[config.mk]
export PLATFORM = sky130hd
export DESIGN_NAME = max_stream
export DESIGN_NICKNAME = d
export VERILOG_FILES = /design/src/rtl/max_stream_pkg.sv /design/src/rtl/max_stream_cmp.sv /design/src/rtl/max_stream.sv
export SDC_FILE = /design/constraint.sdc
export NUM_CORES = 1
export LEC_CHECK = 0
export ABC_AREA = 1
export CORE_ASPECT_RATIO = 1.25
export CORE_MARGIN = 10
export CORE_UTILIZATION = 40
export DETAILED_ROUTE_END_ITERATION = 10
export PLACE_DENSITY = 0.68
export SYNTH_ARGS = -nofsm -noshare
export SYNTH_HDL_FRONTEND = slang
export SYNTH_SLANG_ARGS = --single-unit
[constraint.sdc]
create_clock -name clk -period 2 [get_ports clk]
set_input_delay 0.6 -clock clk [delete_from_list [all_inputs] [get_ports clk]]
set_output_delay 0.6 -clock clk [all_outputs]
set_load 0.005 [all_outputs]
[src/rtl/max_stream_pkg.sv]
// Shared FSM state encoding and compare-mode constants for the max_stream frame reducer.
package max_stream_pkg;

  typedef enum logic [1:0] {
    IDLE  = 2'd0,
    ACCUM = 2'd1,
    HOLD  = 2'd2
  } state_t;

  localparam logic MODE_MAX = 1'b0;
  localparam logic MODE_MIN = 1'b1;

endpackage

[src/rtl/max_stream_cmp.sv]
// Strict replace decision: take_b when b beats a (greater for max, less for min); ties keep a.
module max_stream_cmp
  import max_stream_pkg::*;
#(
  parameter int WIDTH  = 4,
  parameter bit SIGNED = 1'b0
) (
  input  logic [WIDTH-1:0] a,
  input  logic [WIDTH-1:0] b,
  input  logic             mode,
  output logic             take_b
);

  logic gt;
  logic lt;

  generate
    if (SIGNED) begin : g_signed
      assign gt = $signed(b) > $signed(a);
      assign lt = $signed(b) < $signed(a);
    end else begin : g_unsigned
      assign gt = b > a;
      assign lt = b < a;
    end
  endgenerate

  assign take_b = (mode == MODE_MIN) ? lt : gt;

endmodule

[src/rtl/max_stream.sv]
// Per-frame max/min reducer: result 1 cycle after the closing element, held until out_ready (one bubble per frame).
// Optional out_index output (position of reported element) when MAX_STREAM_INDEX_EN is defined.
module max_stream
  import max_stream_pkg::*;
#(
  parameter int WIDTH   = 4,
  parameter int MAX_LEN = 16,
  parameter bit SIGNED  = 1'b0
) (
  input  logic                         clk,
  input  logic                         reset,
  input  logic                         mode,
  input  logic                         in_valid,
  output logic                         in_ready,
  input  logic [WIDTH-1:0]             in_data,
  input  logic                         in_last,
  output logic                         out_valid,
  input  logic                         out_ready,
  output logic [WIDTH-1:0]             out_value,
  output logic [$clog2(MAX_LEN+1)-1:0] out_count,
  output logic                         out_trunc
`ifdef MAX_STREAM_INDEX_EN
  ,
  output logic [$clog2(MAX_LEN)-1:0]   out_index
`endif
);

  localparam int CW = $clog2(MAX_LEN + 1);
  localparam int IW = $clog2(MAX_LEN);
  localparam logic [CW-1:0] LAST_CNT = CW'(MAX_LEN - 1);

  state_t state;
  logic   mode_q;
  logic   take_b;

  // The result registers double as the running accumulator while the frame is open.
  max_stream_cmp #(
    .WIDTH (WIDTH),
    .SIGNED(SIGNED)
  ) u_cmp (
    .a     (out_value),
    .b     (in_data),
    .mode  (mode_q),
    .take_b(take_b)
  );

  always_ff @(posedge clk) begin
    if (reset) begin
      state     <= IDLE;
      in_ready  <= 1'b1;
      out_valid <= 1'b0;
      out_value <= '0;
      out_count <= '0;
      out_trunc <= 1'b0;
      mode_q    <= MODE_MAX;
`ifdef MAX_STREAM_INDEX_EN
      out_index <= '0;
`endif
    end else begin
      case (state)
        IDLE: begin
          if (in_valid) begin
            out_value <= in_data;
            out_count <= CW'(1);
            out_trunc <= 1'b0;
            mode_q    <= mode;
`ifdef MAX_STREAM_INDEX_EN
            out_index <= '0;
`endif
            if (in_last) begin
              state     <= HOLD;
              in_ready  <= 1'b0;
              out_valid <= 1'b1;
            end else begin
              state <= ACCUM;
            end
          end
        end
        ACCUM: begin
          if (in_valid) begin
            if (take_b) begin
              out_value <= in_data;
`ifdef MAX_STREAM_INDEX_EN
              out_index <= out_count[IW-1:0];
`endif
            end
            out_count <= out_count + CW'(1);
            // Reaching MAX_LEN without in_last force-closes the frame.
            if (in_last || out_count == LAST_CNT) begin
              state     <= HOLD;
              in_ready  <= 1'b0;
              out_valid <= 1'b1;
              out_trunc <= ~in_last;
            end
          end
        end
        HOLD: begin
          if (out_ready) begin
            state     <= IDLE;
            in_ready  <= 1'b1;
            out_valid <= 1'b0;
          end
        end
        default: begin
          state     <= IDLE;
          in_ready  <= 1'b1;
          out_valid <= 1'b0;
        end
      endcase
    end
  end

endmodule

==> reports/results.env <==
RUN_STATUS='complete, no violations'
WORST_SLACK_NS=0.133
SLEW_VIOL_FINAL=0
CP.REQUIRED_NS=2.18
HOLD_PATH_CLASS='flop to flop'
CRITPATHKIND='input pin to flop'
POST_SYNTH_INST_COUNT=116
HPWLAFTERDP_UM=1490
FF2FF_SETUP_SLACK_NS=0.35
FP.DIEH_UM=70.3
GRT_ANTENNA_BEFORE_REPAIR=0
FMAX_MHz=536
LAYOUT-DRIVE-GT1-SHARE=0.0979
CTS.ROOT.BUFFER_CELL='clkbuf_4'
WL_MET3_UM=103
MAXIMUM_NUMBER_OF_PINS_ON_ONE_NET_BEFORE_GLOBAL_ROUTE_REPAIR=11
PLACEMENT.IO_BUFFERS=21
COMBINATIONALPOWERSHARE=0.320
CRIT_PATH_MAX_FANOUT=8
LAYOUT-AREA-OVERHEAD-VS-SYNTH_PCT=36.0
CLK_TRANSITION_REPORTED_PATHS_NS=0.08
WORST_PATH_DOMINANT_CELL_FAMILY='simple AND/OR/NAND/NOR gates'
NUMBER_OF_BUFFERS_INSERTED_DURING_CLOCK_TREE_SYNTHESIS=3
CRIT_ARRIVAL_NS=2.05
FIN_CELLS=163
LAYOUT_WORST_PATH_CYCLE_SHARE=0.934
SETUP.WORST_PATH.START_CLASS='input pin'
PLACE_INST=159
SETUP_VIOL=0
TOTAL_SWITCHING_POWER_W=0.000248
VIAS=786
CTS.SINK_COUNT=15
CELLINTERNALPOWER_W=0.000526
CRITICAL_PATH.MAX_STAGE_DELAY_NS=0.43
WORST_SLEW_PIN_SLEW_NS=0.250
SYNTHESIS.AREA_PER_INSTANCE_UM2=6.99
POSTLAYOUTCOREUTIL=0.563
MOST-COMMON-LAYOUT-CELLS='21 x nand2_1, 21 x clkdlybuf4s50_1, 20 x nor2_1'
BASIC_GATE_SHARE_OF_THE_SYNTHESIZED_AREA_COUNTING_AND_OR_NAND_AND_NOR_CELLS=0.304
ROUTED.TOP_LAYER='met4'
SYNTH_CELL_TYPE_COUNT=19
CELLLEAKAGEPOWER_nW=0.484
POST_SYNTH_FA_HA_MAJ_AREA_FRACTION=0.0926
FLOORPLAN.IO_PINS=22
GRT_REMAINING_OVERFLOW=0
TIMING_HOLD_VIOLATIONS_FINAL=0
CTS_MAX_PATH_BUFFERS=2
PLACEMENTROWS=18
FLOORPLAN.INITIALDENSITY=0.414
PATH_BUF_INV=2
YS_ASYNC_SR_FRACTION=0
POWER.DENSITY_nW_PER_UM2=703
R2R_START='out_count[0]$_SDFFE_PP0P_'
CRITICAL-PATH-SLOWEST-CELL='clkdlybuf4s50_1'
CRIT_TOP_CELL='nand2_1'
MIN-DELAY-START='out_trunc$_SDFFE_PP0P_'
CLOCK_POWER_SHARE=0.218
PLACED_AREA_UM2=1060
SYNTH_EDF_COUNT=0
ROUTE.LAYER.MET1.WL_UM=820
YOSYS_WARNINGS=0
CLOCK-SKEW-FINAL_NS=0.00212
LAYOUT_MIN_CYCLE_TIME_NS=1.87
MET2_LENGTH_UM=865
DIODES=0
ROUTE.DETAILED.VIAS_PER_INST=4.82
WIRELENGTH_UM=1830
REGTOREGENDPOINT='in_ready$_SDFFE_PP1P_'
SYNTH_XOR_AREA_FRAC=0.0108
IR_DROP_mV=0.394
HTREEDEPTH=1
SYN_NETS=132
WHS_ENDPOINT='out_trunc$_SDFFE_PP0P_'
SYNTH-COMPOUND-AREA-SHARE=0.123
COMBINATIONAL_FAMILY_WITH_THE_MOST_AREA_AFTER_SYNTHESIS='simple AND/OR/NAND/NOR gates'
SYNTH_MUX_AREA_FRAC=0
DRV.MAX_CAP_VIOLATION_COUNT=0
DRT_PRE_ANTENNA_ITERS=3
GP_CONGESTION=0.754
YOSYS_MOST_USED_DFF='dfxtp_1'
GRT_USE_TOTAL=0.0960
DESIGN.CORE.AREA_UM2=1960
DIE_W_UM=60.3
NUM-NETS-FINAL=160
SEQ_AREA_FRAC_SYNTH=0.370
DRCVIOLATIONCOUNT=0
FIRST_GLOBAL_VIAS=826
TIMING.CRITICAL_PATH.CELLS='clkdlybuf4s50_1 > ha_1 > nand2_1 > inv_1 > nand2_1 > nand2_1 > nand2_1 > nand3_4 > a21oi_1 > nor2_1'
POST_CTS.REPAIR.SETUP_BUFFERS=0
SLEW_HEADROOM=0.833
TIMING.REG2REG.WORST_PATH_DEPTH=11
SYNTH_SEQ_CELLS=15
TRITONCTS='yes'
DETAIL_ROUTE.ITER0.VIOLATIONS=15
DPL_WORST_SLACK_NS=-0.254
POWER.SHARE.SWITCHING=0.320
POST-ROUTE-CELL-AREA_UM2=1100
FLOORPLAN.DIE_AREA_UM2=4240
CRITPATHCAPTURETYPE='flop'
HOLD_PATH_DEPTH=2
POWER_FRAC_SEQ=0.462
POST_CTS_HOLD_BUFFER_COUNT=0
CLK_LATENCY_NS=0.28
ANTENNA_LEFT=0
GLOBAL_ROUTE_WIRE_LENGTH_BEFORE_REPAIR_UM=3400
DRT-WIRELENGTH-PER-CELL_UM=11.2
NETLIST_AREA_UM2=811
[metrics by stage]
stage / setup TNS, ns / power [W] / hold WS (ns)
floorplan: 0 / 0.000506 / 0.449
global placement: -0.719 / 0.000601 / 0.449
detailed placement: -0.955 / 0.000606 / 0.451
CTS: 0 / 0.000778 / 0.467
global route: -0.0884 / 0.000836 / 0.511
finish: 0 / 0.000774 / 0.464
[cell usage after synthesis (2+ instances only)]
cell	number	area share
a21oi_1	10	0.062
inv_1	18	0.083
o21ai_0	4	0.025
nand2_1	21	0.097
nand2_2	2	0.015
dfxtp_1	15	0.37
ha_1	6	0.093
nand3_1	8	0.049
nor3_1	2	0.012
nor2_1	20	0.093
inv_2	2	0.0093
[cell type report]
cell class | count | area [um^2]
multi-input combinational | 80 | 443
tap | 20 | 25.0
timing repair buffer | 24 | 233
inverter | 20 | 75.1
clock buffer | 4 | 26.3
sequential | 15 | 300
fill | 199 | 857
[cells by family (layout without fill, tap and decap cells)]
family                     after synthesis  count (layout)
and+or+nand+nor                         56              56
buffers and inverters                   21              48
AOI/OAI and AO/OA                       17              17
DFF                                     15              15
adders and majority gates                6               6
xor gates and xnor gates                 1               1
[state kept, by name, summed over array words and instances, names as in the netlist]
name	cells
out_value	4
out_valid	1
out_count	5
state	2
mode_q	1
out_trunc	1
in_ready	1
[per-layer routing]
metal | vias to the layer above | global-route usage
li1 | 418 | -
met1 | 349 | 0.107
met2 | 14 | 0.161
met3 | 5 | 0.0289
met4 | 0 | 0.0375
met5 | - | 0
[power groups by stage]
stage	sequential, W	combinational, W	clock, W
2_1_floorplan	0.000360	0.000145	0
3_3_place_gp	0.000363	0.000238	0
3_5_place_dp	0.000363	0.000243	0
4_1_cts	0.000356	0.000244	0.000178
5_1_grt	0.000363	0.000284	0.000188
6_report	0.000358	0.000247	0.000169
[tightest hold or removal path: stages (launching register included)]
cell	delay [ns]
dfxtp_1	0.32
nand2_1	0.06
a21oi_1	0.05
[timing repair]
item | in CTS | in global routing
resized for setup | 0 | 2
hold endpoints to repair | 0 | 0
setup endpoints to repair | 0 | 4
[worst max path at each step]
stage | startpoint | to | depth (start not counted)
2_1_floorplan | in_data[3] | out_value[0]$_SDFFE_PP0P_ | 9
3_3_place_gp | in_data[3] | out_value[2]$_SDFFE_PP0P_ | 10
3_5_place_dp | in_data[3] | out_value[1]$_SDFFE_PP0P_ | 10
4_1_cts | in_data[3] | out_value[1]$_SDFFE_PP0P_ | 10
5_1_grt | in_data[3] | out_value[0]$_SDFFE_PP0P_ | 11
6_report | in_data[3] | out_value[1]$_SDFFE_PP0P_ | 10
(Power assumes the default switching activity.)
